## config.mk

```make
export PLATFORM = sky130hd
export DESIGN_NAME = vga_rx_monitor_flat
export DESIGN_NICKNAME = d
export VERILOG_FILES = /design/src/rtl/vga_rx_monitor_if.sv /design/src/rtl/vga_rx_monitor.sv /design/src/flat_wrapper.sv
export SDC_FILE = /design/constraint.sdc
export NUM_CORES = 1
export LEC_CHECK = 0
export CAP_MARGIN = 0
export CORE_MARGIN = 2
export CORE_UTILIZATION = 30
export CTS_CLUSTER_SIZE = 25
export DETAILED_ROUTE_END_ITERATION = 8
export MAX_ROUTING_LAYER = met4
export SLEW_MARGIN = 20
export SYNTH_ARGS = -nofsm -noshare
export SYNTH_HDL_FRONTEND = slang
export SYNTH_SLANG_ARGS = --single-unit
export TNS_END_PERCENT = 5
```

## constraint.sdc

```tcl
create_clock -name clk -period 3.8 [get_ports clk]
set_clock_uncertainty 0.05 [all_clocks]
set_input_delay 0.76 -clock clk [delete_from_list [all_inputs] [get_ports clk]]
set_output_delay 0.76 -clock clk [all_outputs]
set_load 0.01 [all_outputs]
```

## src/rtl/vga_rx_monitor_if.sv

```systemverilog
// Sample-side bundle of the VGA receive monitor: sync/rgb/control in, grid/checksum/status out.
interface vga_rx_monitor_if;
  logic        p_tick;
  logic        hsync;
  logic        vsync;
  logic [11:0] rgb;
  logic        err_clear;
  logic        locked;
  logic        pixel_valid;
  logic [9:0]  pixel_x;
  logic [9:0]  pixel_y;
  logic [11:0] pixel_rgb;
  logic        frame_done;
  logic [31:0] frame_sum;
  logic        err_hsync;
  logic        err_line;
  logic        err_frame;

  modport master (
    output p_tick, hsync, vsync, rgb, err_clear,
    input  locked, pixel_valid, pixel_x, pixel_y, pixel_rgb,
           frame_done, frame_sum, err_hsync, err_line, err_frame
  );

  modport slave (
    input  p_tick, hsync, vsync, rgb, err_clear,
    output locked, pixel_valid, pixel_x, pixel_y, pixel_rgb,
           frame_done, frame_sum, err_hsync, err_line, err_frame
  );
endinterface

```

## src/rtl/vga_rx_monitor.sv

```systemverilog
// VGA sink: recovers the pixel grid from hsync/vsync, verifies timing, locks,
// and produces a per-frame wrap-around rgb checksum.
module vga_rx_monitor #(
  parameter int H_SYNC    = 96,
  parameter int H_TOTAL   = 800,
  parameter int V_SYNC    = 2,
  parameter int V_TOTAL   = 525,
  parameter int H_START   = 144,
  parameter int V_START   = 35,
  parameter int H_DISPLAY = 640,
  parameter int V_DISPLAY = 480,
  parameter bit SYNC_POL  = 1'b1
) (
  input logic             clk,
  input logic             reset_n,
  vga_rx_monitor_if.slave vif
);
  typedef enum logic [1:0] {SEARCH, ALIGN, LOCKED} state_t;

  localparam logic [10:0] H_TOT_L = 11'(H_TOTAL);
  localparam logic [10:0] H_SYN_L = 11'(H_SYNC);
  localparam logic [10:0] H_LO    = 11'(H_START);
  localparam logic [10:0] H_HI    = 11'(H_START + H_DISPLAY);
  localparam logic [10:0] V_LO    = 11'(V_START);
  localparam logic [10:0] V_HI    = 11'(V_START + V_DISPLAY);
  localparam logic [11:0] V_TOT_L = 12'(V_TOTAL);
  localparam logic [9:0]  V_SYN_L = 10'(V_SYNC);

  state_t      state_q, state_d;
  logic        hs_prev, vs_prev, frame_err_q;
  logic [9:0]  hcnt_q, vline_q, vw_q, h_cur, v_cur;
  logic [10:0] lcnt_q;
  logic [31:0] acc_q;
  logic        pv_q, done_q, eh_q, el_q, ef_q;
  logic [9:0]  px_q, py_q;
  logic [11:0] prgb_q;
  logic [31:0] fsum_q;

  logic hs_a, vs_a, hs_edge, hs_fall, vs_edge, vs_fall;
  logic line_bad, hsw_bad, frame_bad, any_bad, chk_en, pv_cur, done_d;
  logic [11:0] lines_total;

  assign hs_a    = (vif.hsync == SYNC_POL);
  assign vs_a    = (vif.vsync == SYNC_POL);
  assign hs_edge = hs_a & ~hs_prev;
  assign hs_fall = ~hs_a & hs_prev;
  assign vs_edge = vs_a & ~vs_prev;
  assign vs_fall = ~vs_a & vs_prev;

  // Index of the sample being presented now; the registers hold the previous one.
  always_comb begin
    h_cur = hcnt_q;
    if (hs_edge) h_cur = '0;
    else if (hcnt_q != 10'h3FF) h_cur = hcnt_q + 10'd1;
    v_cur = vline_q;
    if (vs_edge) v_cur = '0;
    else if (hs_edge && vline_q != 10'h3FF) v_cur = vline_q + 10'd1;
  end

  // A coincident hsync edge is the last line of the frame that is ending.
  assign lines_total = {1'b0, lcnt_q} + {11'd0, hs_edge};
  assign line_bad    = hs_edge && ({1'b0, hcnt_q} + 11'd1 != H_TOT_L);
  assign hsw_bad     = hs_fall && ({1'b0, hcnt_q} + 11'd1 != H_SYN_L);
  assign frame_bad   = (vs_edge && lines_total != V_TOT_L) || (vs_fall && vw_q != V_SYN_L);
  assign any_bad     = line_bad | hsw_bad | frame_bad;
  assign chk_en      = (state_q != SEARCH);
  assign pv_cur      = (state_q == LOCKED) &&
                       {1'b0, h_cur} >= H_LO && {1'b0, h_cur} < H_HI &&
                       {1'b0, v_cur} >= V_LO && {1'b0, v_cur} < V_HI;

  always_comb begin
    state_d = state_q;
    done_d  = 1'b0;
    if (vif.p_tick) begin
      unique case (state_q)
        SEARCH: if (vs_edge) state_d = ALIGN;
        ALIGN:  if (vs_edge && !frame_err_q && !any_bad) state_d = LOCKED;
        LOCKED: begin
          if (any_bad)      state_d = SEARCH;
          else if (vs_edge) done_d  = 1'b1;
        end
        default: state_d = SEARCH;
      endcase
    end
  end

  always_ff @(posedge clk or negedge reset_n) begin
    if (!reset_n) state_q <= SEARCH;
    else          state_q <= state_d;
  end

  always_ff @(posedge clk or negedge reset_n) begin
    if (!reset_n) begin
      hs_prev <= 1'b0; vs_prev <= 1'b0; frame_err_q <= 1'b0;
      hcnt_q  <= '0;   vline_q <= '0;   vw_q <= '0; lcnt_q <= '0;
      acc_q   <= '0;   fsum_q  <= '0;   done_q <= 1'b0;
      pv_q    <= 1'b0; px_q    <= '0;   py_q <= '0; prgb_q <= '0;
      eh_q    <= 1'b0; el_q    <= 1'b0; ef_q <= 1'b0;
    end else begin
      done_q <= done_d;
      if (done_d) fsum_q <= acc_q;
      if (vif.p_tick) begin
        hs_prev <= hs_a;
        vs_prev <= vs_a;
        hcnt_q  <= h_cur;
        vline_q <= v_cur;
        if (vs_edge)                           lcnt_q <= '0;
        else if (hs_edge && lcnt_q != 11'h7FF) lcnt_q <= lcnt_q + 11'd1;
        if (vs_edge)                                 vw_q <= {9'd0, hs_edge};
        else if (vs_a && hs_edge && vw_q != 10'h3FF) vw_q <= vw_q + 10'd1;
        if (vs_edge)      frame_err_q <= 1'b0;
        else if (any_bad) frame_err_q <= 1'b1;
        // A lost lock throws away whatever was summed of the broken frame.
        if (vs_edge || (state_q == LOCKED && any_bad)) acc_q <= '0;
        else if (pv_cur) acc_q <= acc_q + {20'd0, vif.rgb};
        pv_q   <= pv_cur;
        px_q   <= pv_cur ? 10'({1'b0, h_cur} - H_LO) : '0;
        py_q   <= pv_cur ? 10'({1'b0, v_cur} - V_LO) : '0;
        prgb_q <= pv_cur ? vif.rgb : '0;
        // New error beats a simultaneous clear.
        if (chk_en && hsw_bad)        eh_q <= 1'b1;
        else if (vif.err_clear)       eh_q <= 1'b0;
        if (chk_en && line_bad)       el_q <= 1'b1;
        else if (vif.err_clear)       el_q <= 1'b0;
        if (chk_en && frame_bad)      ef_q <= 1'b1;
        else if (vif.err_clear)       ef_q <= 1'b0;
      end
    end
  end

  assign vif.locked      = (state_q == LOCKED);
  assign vif.pixel_valid = pv_q;
  assign vif.pixel_x     = px_q;
  assign vif.pixel_y     = py_q;
  assign vif.pixel_rgb   = prgb_q;
  assign vif.frame_done  = done_q;
  assign vif.frame_sum   = fsum_q;
  assign vif.err_hsync   = eh_q;
  assign vif.err_line    = el_q;
  assign vif.err_frame   = ef_q;
endmodule

```

## src/flat_wrapper.sv

```systemverilog
// flat-port wrapper written by rule: the top's interface ports become plain ports
module vga_rx_monitor_flat 
#(
  parameter int H_SYNC    = 96,
  parameter int H_TOTAL   = 800,
  parameter int V_SYNC    = 2,
  parameter int V_TOTAL   = 525,
  parameter int H_START   = 144,
  parameter int V_START   = 35,
  parameter int H_DISPLAY = 640,
  parameter int V_DISPLAY = 480,
  parameter bit SYNC_POL  = 1'b1
)
  (clk, reset_n, vif_p_tick, vif_hsync, vif_vsync, vif_rgb, vif_err_clear, vif_locked, vif_pixel_valid, vif_pixel_x, vif_pixel_y, vif_pixel_rgb, vif_frame_done, vif_frame_sum, vif_err_hsync, vif_err_line, vif_err_frame);
  vga_rx_monitor_if vif_i ();
  input logic clk;
  input logic reset_n;
  input wire logic [$bits(vif_i.p_tick)-1:0] vif_p_tick;
  input wire logic [$bits(vif_i.hsync)-1:0] vif_hsync;
  input wire logic [$bits(vif_i.vsync)-1:0] vif_vsync;
  input wire logic [$bits(vif_i.rgb)-1:0] vif_rgb;
  input wire logic [$bits(vif_i.err_clear)-1:0] vif_err_clear;
  output wire logic [$bits(vif_i.locked)-1:0] vif_locked;
  output wire logic [$bits(vif_i.pixel_valid)-1:0] vif_pixel_valid;
  output wire logic [$bits(vif_i.pixel_x)-1:0] vif_pixel_x;
  output wire logic [$bits(vif_i.pixel_y)-1:0] vif_pixel_y;
  output wire logic [$bits(vif_i.pixel_rgb)-1:0] vif_pixel_rgb;
  output wire logic [$bits(vif_i.frame_done)-1:0] vif_frame_done;
  output wire logic [$bits(vif_i.frame_sum)-1:0] vif_frame_sum;
  output wire logic [$bits(vif_i.err_hsync)-1:0] vif_err_hsync;
  output wire logic [$bits(vif_i.err_line)-1:0] vif_err_line;
  output wire logic [$bits(vif_i.err_frame)-1:0] vif_err_frame;
  assign vif_i.p_tick = vif_p_tick;
  assign vif_i.hsync = vif_hsync;
  assign vif_i.vsync = vif_vsync;
  assign vif_i.rgb = vif_rgb;
  assign vif_i.err_clear = vif_err_clear;
  assign vif_locked = vif_i.locked;
  assign vif_pixel_valid = vif_i.pixel_valid;
  assign vif_pixel_x = vif_i.pixel_x;
  assign vif_pixel_y = vif_i.pixel_y;
  assign vif_pixel_rgb = vif_i.pixel_rgb;
  assign vif_frame_done = vif_i.frame_done;
  assign vif_frame_sum = vif_i.frame_sum;
  assign vif_err_hsync = vif_i.err_hsync;
  assign vif_err_line = vif_i.err_line;
  assign vif_err_frame = vif_i.err_frame;
  vga_rx_monitor #(.H_SYNC(H_SYNC), .H_TOTAL(H_TOTAL), .V_SYNC(V_SYNC), .V_TOTAL(V_TOTAL), .H_START(H_START), .V_START(V_START), .H_DISPLAY(H_DISPLAY), .V_DISPLAY(V_DISPLAY), .SYNC_POL(SYNC_POL)) u_core (.clk(clk), .reset_n(reset_n), .vif(vif_i));
endmodule
```

* Word-level counts from Yosys, hierarchy flattened
Cells that the tools add are included. Widths: inputs -> output; s select.
Storage, ports and cells: bits in registers 147, output and inout bits 70
Operators by class: add/subtract/negate cells 9, magnitude comparators 4, eq/ne operators 13, muxes and demuxes 27, bitwise operators 10, reduce and logical (&&, ||, !) cells 39
Operator list (count):
- $mux 10 | 8
- $mux 32 | 2
- $add 32x12->32 | 1
- $add 10x1->10 const B | 3
- $ne 10x10->1 const B | 3
- $mux 11 | 2
- $lt 10x10->1 const B | 2
- $logic_and 1x1->1 | 18
- $reduce_bool 2->1 | 8
- $reduce_and 2->1 | 7
- $add 11x1->12 | 1
- $mux 12 | 1
- $ne 12x10->1 const B | 1
- $add 10x1->11 const B | 1
- $add 11x1->11 const B | 1
- $ne 11x10->1 const B | 1
- $ne 11x11->1 const B | 1
- $ne 11x7->1 const B | 1
- $ge 10x6->1 const B | 1
- $ge 10x8->1 const B | 1
- $mux 1 | 10
- $ne 10x2->1 const B | 1
- $sub 10x6->10 const B | 1
- $sub 10x8->10 const B | 1
- other kinds (12) | 25

* Logic depth before layout (Yosys ltp)
Gate-level depths: netlist of the first run.
depth in word-level cells 11, mapped depth 17, gate-level depth less buffers 14

* Least setup slack after synthesis of the first run
Ideal clock, no wire load.
kind input to register, from input port vif_hsync, to register u_core.fsum_q[10], in the netlist u_core.vif.frame_sum[10], arrival time 3.355 ns, data required time 3.625 ns, slack 0.270 ns, cell stages on the path 13, path buffers 2, cells stage by stage nand2b_1 > inv_1 > clkbuf_1 > ha_1 > ha_1 > nor2_1 > nand3_1 > nor4_1 > and4_1 > o211ai_1 > nor2_1 > buf_2 > mux2_2
Between the ends: longest elaborated chain between the ends 9
RTL lines:
- start: declaration | RTL line flat_wrapper.sv:19 | input wire logic [$bits(vif_i.hsync)-1:0] vif_hsync;
- $and 1x1->1 | RTL line vga_rx_monitor.sv:45 | assign hs_edge = hs_a & ~hs_prev;
- $add 11x1->12 | RTL line vga_rx_monitor.sv:61 | assign lines_total = {1'b0, lcnt_q} + {11'd0, hs_edge};
- $ne 12x10->1 | RTL line vga_rx_monitor.sv:64 | assign frame_bad = (vs_edge && lines_total != V_TOT_L) || (vs_fall && vw_q != V_SYN_L);
- $logic_and 1x1->1 | RTL line vga_rx_monitor.sv:64
- $logic_or 1x1->1 | RTL line vga_rx_monitor.sv:64
- $or 1x1->1 (*) | RTL line vga_rx_monitor.sv:65 | assign any_bad = line_bad | hsw_bad | frame_bad;
- $mux 1 (*) | RTL line vga_rx_monitor.sv:79 | if (any_bad) state_d = SEARCH;
- $mux 1 (*) | RTL line vga_rx_monitor.sv:75 | unique case (state_q)
- $mux 1 (*) | RTL line vga_rx_monitor.sv:74 | if (vif.p_tick) begin
- end signal: assignment | RTL line vga_rx_monitor.sv:101 | if (done_d) fsum_q <= acc_q;
- end: declaration | RTL line vga_rx_monitor.sv:37 | logic [31:0] fsum_q;
Every way passes the cells marked *; elsewhere a longest branch is shown, timed or not. A chain may end at the register's enable or synchronous reset.

* Final worst setup path of the first run
from register u_core.vline_q[0], to register u_core.acc_q[29]
Between the ends: longest elaborated chain between the ends 9
RTL lines:
- start: declaration | RTL line vga_rx_monitor.sv:31 | logic [9:0] hcnt_q, vline_q, vw_q, h_cur, v_cur;
- start signal: assignment | RTL line vga_rx_monitor.sv:106 | vline_q <= v_cur;
- parallel branches: the longest is 2 deep, another holds $add 10x1->10
- $mux 10 (*) | RTL line vga_rx_monitor.sv:57 | else if (hs_edge && vline_q != 10'h3FF) v_cur = vline_q + 10'd1;
- $mux 10 (*) | RTL line vga_rx_monitor.sv:56 | if (vs_edge) v_cur = '0;
- named net u_core.v_cur[1] | RTL line vga_rx_monitor.sv:31
- $ge 10x6->1 | RTL line vga_rx_monitor.sv:69 | {1'b0, v_cur} >= V_LO && {1'b0, v_cur} < V_HI;
- $logic_and 1x1->1 | RTL line vga_rx_monitor.sv:68 | {1'b0, h_cur} >= H_LO && {1'b0, h_cur} < H_HI &&
- $logic_and 1x1->1 (*) | RTL line vga_rx_monitor.sv:69
- $reduce_bool 2->1 (no source line) (*)
- $reduce_and 2->1 (no source line) (*)
- end signal: assignment | RTL line vga_rx_monitor.sv:115 | else if (pv_cur) acc_q <= acc_q + {20'd0, vif.rgb};
- end: declaration | RTL line vga_rx_monitor.sv:33 | logic [31:0] acc_q;
Mark *: on every way through the listed nets, which the timed path passes.

==> metrics.md, run 1 <==
| Metric | Value |
|---|---|
| Row cnt | `59` |
| Crit end category | `flop` |
| Setup WS post-layout | `approximately 290 ps` |
| Nets | `approximately 1,000` |
| WP data arrival | `3780 ps` |
| Die area | `around 0.028 mm^2` |
| Max-slew violation count | `0` |
| Max-Cap Viols | `0` |
| Final min period | `approximately 3500 ps` |
| CP Buf/Inv Count | `4` |
| Fin Setup TNS | `0 ps` |
| # H-tree levels | `4` |
| CP required | `~4000 ps` |
| Max clock buf depth | `2` |
| First-pass GRT wire length | `33,670 um` |
| Most frequent cells in the layout | `dfrtp_1, clkdlybuf4s50_1, buf_4` |
| Leakage power total | `about 4.5 nW` |
| CP Cell Sequence | `ha_1, nand3_1, nor3_2, nor2_1, mux2i_1, nor2_1, ha_1, nor4_4, buf_4, o21ai_1, mux2i_2, buf_4, nor3_2, buf_6, buf_4, and3_1, a211o_1` |
| Drt total wl | `20,000 um` |
| Mapped Avg Cell Area | `~10 um^2` |
| Layout cells sized above 1 | `roughly 19%` |
| Status | `completed` |
| Pre-CTS WS | `-248.2 ps` |
| GP Congestion | `roughly 0.84` |
| Die W | `between 150 and 200 um` |
| R2r setup slk | `between 200 and 300 ps` |
| Antenna Violating Nets Remaining | `0` |
| Filler Cells Inserted | `2,575` |
| Final core occ | `~40%` |
| Number of buffers created by CTS | `17` |
| Initial DRT Pass Iterations | `4` |
| Mapped Nets | `827` |
| Post-route cell area | `0.01025 mm^2` |
| Core area | `roughly 0.026 mm^2` |
| P&R area growth vs syn | `29.53%` |
| Predominant post-synthesis flop cell | `dfrtp_1` |
| CP Launch Type | `flop` |
| Via count of the routed design | `~6,500` |
| Largest net degree at the start of global routing | `99` |
| DPL Wire Length | `14,230 um` |
| Worst setup path end | `u_core.acc_q[29]` |
| CTS tree | `built` |
| RSZ-0062 raised after global routing | `true` |
| Crit path max-delay family | `simple AND/OR/NAND/NOR gates` |
| Critical Path Max Stage Delay | `440 ps` |
| Slew margin rel. | `36.51%` |
| Cell repeated most along the worst path | `buf_4` |
| CP Max Fanout | `7` |
| R2R depth | `17` |
| Post-synthesis sequential area ratio | `a little under half` |
| Ant diodes | `0` |
| Final Cycle Share | `92.47%` |
| GRT Residual Overflow | `0` |
| Port Buf Inserts | `87` |
| Max stage delay cell, worst path | `dfrtp_1` |
| Worst reg2reg endpoint | `u_core.acc_q[29]` |
| Async SR Flop Fraction | `100.0%` |
| Max VDD drop | `0.2197 mV` |
| Initial Utilization | `30.46%` |
| Reg-to-Reg Start | `u_core.vline_q[0]` |
| Tightest Hold Check Type | `in2async` |
| EDFF count, synth | `0` |
| Hold slack final | `slightly below 400 ps` |
| Clk root buf | `clkbuf_16` |
| Commonest non-fill, non-tap cell in the layout | `dfrtp_1` |
| Pwr per Cell Area | `384.8 mW/mm^2` |
| I/O pin total | `a little under 90` |
| WP depth | `17` |
| Number of global-route vias before repair | `6,473` |
| Syn. warnings | `0` |
| Hold buffer count at cts | `0` |
| Worst setup path startpoint | `u_core.vline_q[0]` |
| Worst slew pin tran | `roughly 950 ps` |
| Number of synthesized register bits | `roughly 150` |
| DIE HEIGHT | `between 150 and 200 um` |
| CP Class | `reg2reg` |
| Clk slew on worst S/H paths | `roughly 70 ps` |
| Synth Cell Area | `between 0.007 and 0.008 mm^2` |
| Post-DP Area | `approximately 0.0096 mm^2` |
| Synth Instances | `about 790` |
| Total GRT Usage | `between 10% and 20%` |
| Vias/cell | `5.051` |
| Final hold vios | `0` |
| Final count of negative-setup-slack endpoints | `0` |
| Clk sinks | `about 150` |
| Max Fclk | `between 200 and 300 MHz` |
| Initial antenna violation count | `0` |
| Iter 0 DRT Violations | `about 350` |
| WL/cell | `15.62 um` |
| Netlist cell types | `71` |
| Clk_lat worst skew | `430 ps` |
| Drc violations | `0` |
-- repair_timing --
| action | in CTS | in global routing |
|---|---|---|
| buffers inserted | 0 | 2 |
| setup endpoints to repair | 0 | 62 |
| gates resized for setup | 0 | 6 |
-- where the power goes --
part           internal [W]  switching [W]
Clock              0.000991       0.000735
Sequential          0.00162      0.0000779
Combinational      0.000248       0.000272
Total               0.00286        0.00108
-- through the flow --
stage | total power (W) | cells
after floorplan | 0.002011 | 786
after global placement | 0.002236 | 1246
after detailed placement | 0.002246 | 1246
after CTS | 0.003998 | 1278
after global routing | 0.004142 | 1280
final | 0.003945 | 1280
-- metal layers --
layer  vias to the layer above  GRT usage [%]  share of wire, %
met1                      3183          20.07                47
met3                        15          3.897               4.6
met4                         0          3.073              0.78
met2                       121          24.22                47
met5                         -              -                 0
li1                       3146              -                 -
-- state kept, by name (all words and copies together) (netlist names) --
register and count:
u_core.vline_q 10, u_core.vif.pixel_rgb 12, u_core.vif.pixel_valid 1, u_core.vif.frame_sum 32, u_core.acc_q 32, u_core.vs_prev 1, u_core.hcnt_q 10, u_core.hs_prev 1
u_core.vif.frame_done 1, u_core.vif.err_line 1, u_core.vif.pixel_x 10, u_core.vif.pixel_y 10, u_core.vif.err_hsync 1, u_core.lcnt_q 11, u_core.vw_q 10, u_core.vif.err_frame 1
u_core.state_q 2, u_core.frame_err_q 1
-- cell families after synthesis --
kind of cell	share of synthesized area, %
AOI/OAI and AO/OA	14.80
xor gates and xnor gates	4.205
adders and majority gates	3.731
buffers and inverters	4.173
DFF	46.47
muxes	8.979
and+or+nand+nor	17.64
-- how the worst min path moves through the flow --
stage                         start               endpoint  slack (ps)  cells after the start
3_5_place_dp   u_core.vif.err_hsync   u_core.vif.err_hsync         430                      2
6_report                    reset_n       u_core.lcnt_q[7]         390                      1
3_3_place_gp   u_core.vif.err_frame   u_core.vif.err_frame         420                      2
4_1_cts                     reset_n   u_core.vif.err_frame         440                      1
2_1_floorplan      u_core.acc_q[24]       u_core.acc_q[24]         400                      1
5_1_grt                     reset_n  u_core.vif.pixel_y[5]         480                      1
-- cells in the mapped netlist, types with 4 or more instances --
library cell | number | area [um^2]
nor2_1 | 51 | 191.4
a211oi_1 | 5 | 37.54
and4_1 | 9 | 78.83
clkbuf_1 | 22 | 82.58
or3_1 | 7 | 43.79
o31ai_1 | 8 | 60.06
o21ai_0 | 51 | 255.2
inv_1 | 48 | 180.2
nor3_1 | 13 | 65.06
a22o_1 | 9 | 78.83
and3_1 | 11 | 68.82
o311ai_0 | 4 | 35.03
mux2_2 | 53 | 596.8
o22ai_1 | 16 | 100.1
nand3b_1 | 5 | 37.54
a21oi_1 | 26 | 130.1
a31oi_1 | 7 | 43.79
ha_1 | 22 | 275.3
nand2_1 | 61 | 229.0
mux2i_1 | 10 | 100.1
and2_1 | 9 | 56.30
buf_2 | 9 | 45.04
nor2b_1 | 10 | 62.56
nand4_1 | 20 | 125.1
xor2_1 | 19 | 166.4
nor4_1 | 6 | 37.54
dfrtp_1 | 147 | 3679
nand3_1 | 22 | 110.1
xnor2_1 | 19 | 166.4
o21a_1 | 6 | 45.04
nand2b_1 | 10 | 62.56
a21o_1 | 8 | 60.06
-- layout make-up --
| type | instances | area [um^2] | area share [%] |
|---|---|---|---|
| Multi-Input combinational cell | 557 | 3926 | 38.30 |
| Sequential cell | 147 | 3679 | 35.88 |
| Timing Repair Buffer | 161 | 1454 | 14.18 |
| Tap cell | 335 | 419.2 | 4.088 |
| Clock inverter | 14 | 165.2 | 1.611 |
| Clock buffer | 18 | 429.2 | 4.186 |
| Inverter | 48 | 180.2 | 1.757 |
(Power assumes the default switching activity.)
==> inputs of run 2 (changes only) <==
--- a/config.mk
+++ b/config.mk
@@ -7,9 +7,10 @@
 export LEC_CHECK = 0
 export CAP_MARGIN = 0
 export CORE_MARGIN = 2
-export CORE_UTILIZATION = 30
+export CORE_UTILIZATION = 40
 export CTS_CLUSTER_SIZE = 25
 export DETAILED_ROUTE_END_ITERATION = 8
+export GPL_TIMING_DRIVEN = 0
 export MAX_ROUTING_LAYER = met4
 export SLEW_MARGIN = 20
 export SYNTH_ARGS = -nofsm -noshare
==> run 2 against run 1 <==
Against the previous run: global-route usage increased by 5.2 points; die area decreased by 24%; first-iteration DRC count decreased by 1.1%; clock power decreased by 4%; wire length about the same; register-to-register slack got worse by 60 ps; maximum frequency decreased by 1.7%; hold slack got worse by 190 ps; design area decreased by 3.5%; utilization increased by 11 points; critical path type unchanged; largest cell class unchanged.
==> metrics.md, run 2 (synthesis results as in run 1) <==
| Metric | Value |
|---|---|
| Vias/cell | `5.418 (+7.3%)` |
| Post-route cell area | `0.009898 mm^2 (-3.5%)` |
| Switching Power | `0.001088 W (+0.30%)` |
| Total GRT Usage | `20.55% (+5.2 points)` |
| WL/cell | `17.02 um (+8.9%)` |
| Drc violations | `0 (unchanged)` |
| P_int | `0.002759 W (-3.6%)` |
| Slew margin rel. | `46.78% (+10 points)` |
| Max-Cap Viols | `0 (unchanged)` |
| DIE HEIGHT | `144.7 um (-13%)` |
| Row cnt | `51 (-14%)` |
| Cell repeated most along the worst path | `inv_1` |
| WP data arrival | `3880 ps (+100 ps)` |
| Clk root buf | `clkbuf_16` |
| Core area | `0.01946 mm^2 (-25%)` |
| Clk sinks | `147 (unchanged)` |
| Number of buffers created by CTS | `17 (unchanged)` |
| First-pass GRT wire length | `32,560 um (-3.3%)` |
| Post-DP Area | `0.009150 mm^2 (-4.9%)` |
| CTS tree | `built` |
| Drt total wl | `20,020 um (about the same)` |
| GRT Residual Overflow | `0 (unchanged)` |
| CP Buf/Inv Count | `4 (unchanged)` |
| CP Cell Sequence | `ha_4, and4_1, buf_4, nand4_4, o21a_1, nor2_4, inv_1, ha_1, inv_1, nor3_1, o311ai_0, a31o_2, or2_1, buf_6, or4_1, a21oi_1` |
| Hold slack final | `200.3 ps (-193.7 ps)` |
| Initial DRT Pass Iterations | `5 (+1)` |
| CP Launch Type | `flop` |
| GP Congestion | `0.8700 (+4.0%)` |
| Crit path max-delay family | `simple AND/OR/NAND/NOR gates` |
| Ant diodes | `0 (unchanged)` |
| RSZ-0062 raised after global routing | `true` |
| Number of global-route vias before repair | `6,156 (-4.9%)` |
| Largest net degree at the start of global routing | `95 (-4.0%)` |
| Initial antenna violation count | `0 (unchanged)` |
| Final Cycle Share | `94.02% (+1.6 points)` |
| Port Buf Inserts | `87 (unchanged)` |
| Commonest non-fill, non-tap cell in the layout | `dfrtp_1` |
| Max-slew violation count | `0 (unchanged)` |
| Initial Utilization | `40.67% (+10 points)` |
| Clock share of power | `43.1% (-0.6 points)` |
| P&R area growth vs syn | `25.06%` |
| Logic gate share of total power | `12.6% (-0.6 points)` |
| Iter 0 DRT Violations | `345 (-1.1%)` |
| Max stage delay cell, worst path | `or4_1` |
| Status | `completed` |
| Layout cells sized above 1 | `15.70% (-3.7 points)` |
| CP Max Fanout | `10 (+3)` |
| Reg power frac | `44.3% (+1.2 points)` |
| Clk_lat worst skew | `430 ps (about the same)` |
| Max VDD drop | `0.2566 mV (+17%)` |
| Sw frac | `28.29% (+0.79 points)` |
| Antenna Violating Nets Remaining | `0 (unchanged)` |
| Nets | `939 (-3.5%)` |
| Clk slew on worst S/H paths | `70 ps (about the same)` |
| Critical Path Max Stage Delay | `500 ps (+60 ps)` |
| DPL Wire Length | `14,140 um (-0.63%)` |
| Pwr per Cell Area | `388.7 mW/mm^2 (+1.0%)` |
| Die area | `0.02093 mm^2 (-24%)` |
| Most frequent cells in the layout | `dfrtp_1, clkdlybuf4s50_1, nand2_1` |
| CP Class | `reg2reg` |
| I/O pin total | `88 (unchanged)` |
| CP required | `4110 ps (+40 ps)` |
| Final hold vios | `0 (unchanged)` |
| Tightest Hold Check Type | `in2async` |
| Crit end category | `flop` |
| Die W | `144.7 um (-13%)` |
| # H-tree levels | `4 (unchanged)` |
| Final min period | `3573 ps (+59.10 ps)` |
| Leakage power total | `4.317 nW (-4.9%)` |
| Max Fclk | `279.9 MHz (-1.7%)` |
| Worst slew pin tran | `794.7 ps (-157.7 ps)` |
| Fin Setup TNS | `0 ps (unchanged)` |
| Max clock buf depth | `2 (unchanged)` |
| Final count of negative-setup-slack endpoints | `0 (unchanged)` |
| Via count of the routed design | `6,371 (-1.5%)` |
-- run 2: cell type report --
| type | count | area, um^2 |
|---|---|---|
| inverters | 48 | 180.2 |
| fillers | 1806 | 9564 |
| well taps | 265 | 331.6 |
| multi-input cells | 557 | 4008 |
| clock buffers | 17 | 425.4 |
| clock inverters | 15 | 150.1 |
| flip-flops and latches | 147 | 3680 |
| plain buffers | 34 | 188.9 |
| repair buffers | 93 | 934.6 |
-- run 2: final timing paths --
kind | start | cells past startpoint | end | slack [ps]
min in group clk | u_core.acc_q[20] | 1 | u_core.acc_q[20] | 450
worst min register to register | u_core.acc_q[20] | 1 | u_core.acc_q[20] | 450
worst max register to register | u_core.hcnt_q[0] | 16 | u_core.acc_q[27] | 230
worst min-delay path | reset_n | 1 | u_core.vw_q[4] | 200
worst max-delay path | u_core.hcnt_q[0] | 16 | u_core.acc_q[27] | 230
max in group asynchronous | reset_n | 2 | u_core.hcnt_q[0] | 2610
-- run 2: metrics by stage --
step,power (W),instances,util [%],setup slack [ps]
detailed placement,0.002191,1139,47.01,-1396
CTS,0.003872,1174,50.48,38.97
finish,0.003847,1176,50.86,227.2
floorplan,0.002011,786,-,270.3
global placement,0.002180,1138,46.85,-4294
global route,0.004022,1176,50.86,-8.684
-- run 2: timing repair --
item | 4_1_cts | 5_1_grt
hold buffers | 0 | 0
resized for setup | 27 | 24
setup buffers | 3 | 2
setup endpoints to repair | 100 | 86
cloned | 0 | 0
pin swaps | 1 | 2
-- run 2: routing by layer --
metal	up-vias	track usage (%)	routed length, um
li1	3074	-	-
met1	3140	29.81	10120
met2	139	29.31	8740
met3	18	4.442	947
met4	0	5.263	210
met5	-	-	0
-- run 2: power by group through the flow --
stage	logic [W]	clock network, W	registers [W]
floorplan	0.000302	0	0.00171
global placement	0.000452	0	0.00173
detailed placement	0.000464	0	0.00173
CTS	0.000481	0.00169	0.00170
global route	0.000548	0.00176	0.00172
finish	0.000483	0.00166	0.00171
==> edit 1, RTL diff (flow settings as in run 2) <==
`SYNC_POL` is set to 1'b1 in 2 places; all go to 1'b0.
--- a/src/rtl/vga_rx_monitor.sv
+++ b/src/rtl/vga_rx_monitor.sv
@@ -9,7 +9,7 @@
   parameter int V_START   = 35,
   parameter int H_DISPLAY = 640,
   parameter int V_DISPLAY = 480,
-  parameter bit SYNC_POL  = 1'b1
+  parameter bit SYNC_POL  = 1'b0
 ) (
   input logic             clk,
   input logic             reset_n,
--- a/src/flat_wrapper.sv
+++ b/src/flat_wrapper.sv
@@ -9,7 +9,7 @@
   parameter int V_START   = 35,
   parameter int H_DISPLAY = 640,
   parameter int V_DISPLAY = 480,
-  parameter bit SYNC_POL  = 1'b1
+  parameter bit SYNC_POL  = 1'b0
 )
   (clk, reset_n, vif_p_tick, vif_hsync, vif_vsync, vif_rgb, vif_err_clear, vif_locked, vif_pixel_valid, vif_pixel_x, vif_pixel_y, vif_pixel_rgb, vif_frame_done, vif_frame_sum, vif_err_hsync, vif_err_line, vif_err_frame);
   vga_rx_monitor_if vif_i ();
Function: changed (a bounded check fails within 4 cycles, from zero or initial values and one cycle with reset_n low).
==> edit 1 against run 2 <==
  * Combinational power increased by 3%
  * Synthesized cell count increased by 2.8%
  * Maximum frequency decreased by 4.1%
  * Final area increased by 3.2%
  * Wire length increased by 7.7%
  * Die area increased by 1.8%
  * Area after synthesis increased by 1.9%
  * Setup slack got worse by 0.15 ns
  * Sequential cell count unchanged
  * Count of clock-buffer cells in the layout increased by 1
  * Cell count increased by 2.4%
  * Highest routed layer unchanged
  * Critical path depth increased by 1
  * Register-to-register slack got worse by 0.13 ns
  * Power increased by 3.7%
  * Critical endpoint unchanged
  * Largest power group is now clock
==> edit 1: results (changes against run 2) <==
yosys:
  syn-num-nets: 849  # +2.7%
  ys_warn_count: 0  # unchanged
  async_reset_ff_share_pct: 100.0  # unchanged
  synthTopCellsByCount: "dfrtp_1, nand2_1, nor2_1"
  synth-adder-area-share_pct: 3.661  # -0.069 points
  synth_xor_area_share_pct: 4.235  # +0.030 points
  synth-compound-area-share_pct: 17.48  # +2.7 points
  ys_seq_area_share_pct: 45.61  # -0.87 points
  synth_area_leaders: "dfrtp_1, mux2_2, nand2_1"
  ys_types: 79  # +11%
  synth.mux.area_fraction_pct: 7.803  # -1.2 points
worst_setup_path:
  cp_data_arrival_time_ns: 4.01  # +0.13 ns
  crit_fanout: 11  # +1
  reg2regPathDepth: 16  # unchanged
  slowest_delay_ns: 0.45  # -0.05 ns
  cp_slowest_cell: "or3_1"
  r2r_start: "u_core.hcnt_q[4]$_DFFE_PN0P_"
  critPathLaunch: "vif_hsync"
global_route:
  grt_first_pass_wirelength_um: 34730  # +6.7%
  grt_pass1_vias: 6492  # +5.5%
  grt_max_degree: 96  # +1.1%
  track_usage_pct: 20.93  # +0.38 points
placed_design:
  dp.final_hpwl_um: 14980  # +6.0%
  post_dp_cell_area_um2: 9310  # +1.8%
  routabilityCongestion: 0.8860  # +1.8%
  io_buffers: 86  # -1.1%
  place_ws_ns: -1.391  # +0.005620 ns
clock_tree:
  ctsLongestPathBuffers: 2  # unchanged
  clkLatencyLatePin_ns: 0.43  # about the same
  htreeDepth: 4  # unchanged
  cts_root_buf: "clkbuf_16"
  cts_buffers: 17  # unchanged
run_status:
  status: "complete, no violations"
power_and_ir_drop:
  ir_worst_vdd_mv: 0.2789  # +8.7%
  p_leak_nw: 4.469  # +3.5%
timing:
  maxSlewHeadroom_pct: 53.64  # +6.9 points
drt:
  drtIter0Drc: 464  # +34%
  totalWireLength_um: 21570  # +7.7%
  drt_pass1_iterations: 5  # unchanged
  via_count: 6785  # +6.5%
final_layout:
  nFillCells: 1843  # +2.0%
  final_nets: 967  # +3.0%
  diodes: 0  # unchanged
  layout-drive-gt1-share_pct: 16.83  # +1.1 points
hold_path:
  hold_class: "input port to asynchronous set/reset pin"
[edit 1: stage by stage]
| step | TNS [ns] | cells |
|---|---|---|
| finish | 0 | 1204 |
| CTS | -0.02856 | 1197 |
| global placement | -747.87 | 1159 |
| global route | -0.1121 | 1204 |
| detailed placement | -118.10 | 1160 |
| floorplan | 0 | 808 |
[edit 1: what timing repair did]
| action | in CTS | in global routing |
|---|---|---|
| setup endpoints to repair | 100 | 93 |
| pin swaps | 4 | 9 |
| hold endpoints to repair | 0 | 0 |
| buffers inserted | 7 | 9 |
| hold buffers | 0 | 0 |
| resized for setup | 25 | 32 |
[edit 1: cell type report]
type                            count  area, um^2  share of cell area [%]
Timing Repair Buffer              103        1027                   10.05
Buffer                             39       221.5                   2.168
Inverter                           24       95.09                  0.9307
Sequential cell                   147        3681                   36.03
Tap cell                          265       331.6                   3.245
Multi-Input combinational cell    594        4245                   41.55
Clock inverter                     14       186.4                   1.825
Clock buffer                       18       429.2                   4.200
[edit 1: final timing paths]
kind	end	slack, ns
min in group clk	u_core.frame_err_q$_DFFE_PN0P_	0.44
max in group asynchronous	u_core.hcnt_q[0]$_DFFE_PN0P_	2.69
max	u_core.acc_q[27]$_DFFE_PN0P_	0.07
max reg2reg	u_core.acc_q[27]$_DFFE_PN0P_	0.10
min reg2reg	u_core.frame_err_q$_DFFE_PN0P_	0.44
min	u_core.vif.pixel_y[0]$_DFFE_PN0P_	0.20
[edit 1: power breakdown]
part | switching (W) | internal, W
Combinational | 0.000286 | 0.000212
Clock | 0.000689 | 0.00110
Sequential | 0.0000796 | 0.00163
Total | 0.00105 | 0.00294
[edit 1: critical path: cells and delay by family]
family                     cells  cell delay, ns
AOI/OAI and AO/OA              1            0.21
adders and majority gates      1            0.15
buffers and inverters          6            0.91
and+or+nand+nor                9            1.95
[edit 1: per-layer routing]
layer	wire (um)	global-route usage (%)	up-vias
li1	-	-	3234
met1	10330	28.96	3347
met2	9651	30.45	181
met3	1290	4.953	23
met4	295	6.602	0
met5	0	-	-
[edit 1: logic make-up (layout without fill, tap and decap cells)]
family / Yosys count / in the layout
flip-flops: 147 / 147
AND/OR/NAND/NOR: 286 / 286
multiplexers: 57 / 57
XOR/XNOR: 39 / 39
adder cells (fa/ha/maj): 23 / 23
AO/OA/AOI/OAI: 189 / 189
buffers and inverters: 67 / 198
==> edit 2, RTL diff (config.mk and constraints of run 2) <==
Made on the original files. Encoding of `state_t`: now one-hot (3 bits for 3 states).
--- a/src/rtl/vga_rx_monitor.sv
+++ b/src/rtl/vga_rx_monitor.sv
@@ -15,7 +15,7 @@
   input logic             reset_n,
   vga_rx_monitor_if.slave vif
 );
-  typedef enum logic [1:0] {SEARCH, ALIGN, LOCKED} state_t;
+  typedef enum logic [2:0] {SEARCH = 3'b001, ALIGN = 3'b010, LOCKED = 3'b100} state_t;
 
   localparam logic [10:0] H_TOT_L = 11'(H_TOTAL);
   localparam logic [10:0] H_SYN_L = 11'(H_SYNC);
Check against the original RTL: same outputs for any inputs over 4 cycles, from zero or initial values and one cycle with reset_n low; so few cycles prove little.
==> edit 2 against run 2 <==
  * Setup slack got worse by 0.081 ns
  * Final area rose by 2.5%
  * Power rose by 5.7%
  * Sequential cell count rose by 1
  * Wire length rose by 3.3%
  * Count of clock-buffer cells in the layout rose by 2
  * Area after synthesis rose by 2.5%
  * Via count rose by 4.6%
==> edit 2: results (changes against run 2) <==
global_route:
  grt_first_pass_wirelength_um: 33590  # +3.2%
  grt_pass1_vias: 6249  # +1.5%
  grt_max_degree: 79  # -17%
  track_usage_pct: 20.28  # -0.27 points
placed_design:
  dp.final_hpwl_um: 14620  # +3.4%
  post_dp_cell_area_um2: 9345  # +2.1%
  io_buffers: 86  # -1.1%
  routabilityCongestion: 0.8724  # +0.28%
worst_setup_path:
  regToRegEndpoint: "u_core.acc_q[21]$_DFFE_PN0P_"
  crit_family: "compound AO/OA/AOI/OAI gates"
  slowest_delay_ns: 0.42  # -0.08 ns
  cp_data_arrival_time_ns: 3.90  # +0.02 ns
  r2r_start: "u_core.vline_q[0]$_DFFE_PN0P_"
  cp_slowest_cell: "a311o_1"
  reg2regPathDepth: 12  # -4
power_and_ir_drop:
  p_leak_nw: 4.385  # +1.6%
  ir_worst_vdd_mv: 0.2998  # +17%
final_layout:
  nFillCells: 1908  # +5.6%
  final_nets: 967  # +3.0%
  layout-drive-gt1-share_pct: 15.03  # -0.67 points
drt:
  totalWireLength_um: 20670  # +3.3%
  viasPerCell: 5.514  # +1.8%
  drtIter0Drc: 425  # +23%
yosys:
  ys_seq_area_share_pct: 45.66  # -0.82 points
  avgSynthCellArea_um2: 9.956  # -1.1%
  synthTopCellsByCount: "dfrtp_1, nand2_1, nor2_1"
  synth_area_leaders: "dfrtp_1, mux2_2, nand2_1"
  syn-num-nets: 856  # +3.5%
timing:
  whs_ns: 0.2161  # +0.01577 ns
  worstMarginPinSlew_ns: 0.9635  # +0.1688 ns
run_status:
  status: "complete, no violations"
## edit 2: timing repair
action                                  4_1_cts  5_1_grt
pin swaps                                     3        6
gates resized for setup                      28       27
endpoints found under the setup margin      102       83
setup buffers                                 8        1
## edit 2: worst max-delay path by stage
stage | start | to | slack, ns | depth (start not counted)
3_3_place_gp | reset_n | u_core.vif.frame_sum[29]$_DFFE_PN0P_ | -4.32 | 1
6_report | vif_hsync | u_core.acc_q[21]$_DFFE_PN0P_ | 0.15 | 13
5_1_grt | vif_hsync | u_core.vif.frame_sum[20]$_DFFE_PN0P_ | -0.02 | 16
3_5_place_dp | vif_hsync | u_core.vif.frame_sum[8]$_DFFE_PN0P_ | -1.42 | 16
2_1_floorplan | vif_hsync | u_core.vif.frame_sum[10]$_DFFE_PN0P_ | 0.003 | 15
4_1_cts | u_core.hcnt_q[1]$_DFFE_PN0P_ | u_core.acc_q[21]$_DFFE_PN0P_ | 0.03 | 14
## edit 2: routing by layer
| metal | GRT usage, % | vias to the layer above | part of all wire, % |
|---|---|---|---|
| li1 | - | 3239 | - |
| met1 | 28.70 | 3257 | 50 |
| met2 | 30.31 | 143 | 45 |
| met3 | 3.844 | 22 | 3.7 |
| met4 | 4.806 | 0 | 1.3 |
| met5 | - | - | 0 |
## edit 2: logic make-up after synthesis
logic type,Yosys count,synth area share [%]
simple gates,273,17.24
compound gates,202,17.64
buf+inv,70,3.470
fa+ha+maj,23,3.639
mux,60,8.142
flops,148,45.66
xor+xnor,39,4.210
## edit 2: where the power goes
group | switching, W | leakage [nW] | internal, W
combinational | 0.000317 | 2.05 | 0.000237
sequential | 0.0000773 | 2.04 | 0.00165
clock | 0.000692 | 0.297 | 0.00110
total | 0.00109 | 4.38 | 0.00298
## edit 2: area by class of cell
cell class / instances / area (um^2) / area share [%]
repair buffers: 96 / 962.2 / 9.487
flip-flops and latches: 148 / 3707 / 36.55
multi-input cells: 597 / 4190 / 41.32
well taps: 270 / 337.8 / 3.331
clock buffers: 19 / 432.9 / 4.268
clock inverters: 12 / 181.4 / 1.789
plain buffers: 45 / 251.5 / 2.480
inverters: 21 / 78.83 / 0.7772
## edit 2: metrics by stage
step	setup TNS [ns]	setup slack [ns]
5_1_grt	-0.2305	-0.01950
6_report	0	0.1464
3_5_place_dp	-113.09	-1.423
2_1_floorplan	0	0.003173
3_3_place_gp	-753.65	-4.319
4_1_cts	0	0.03236
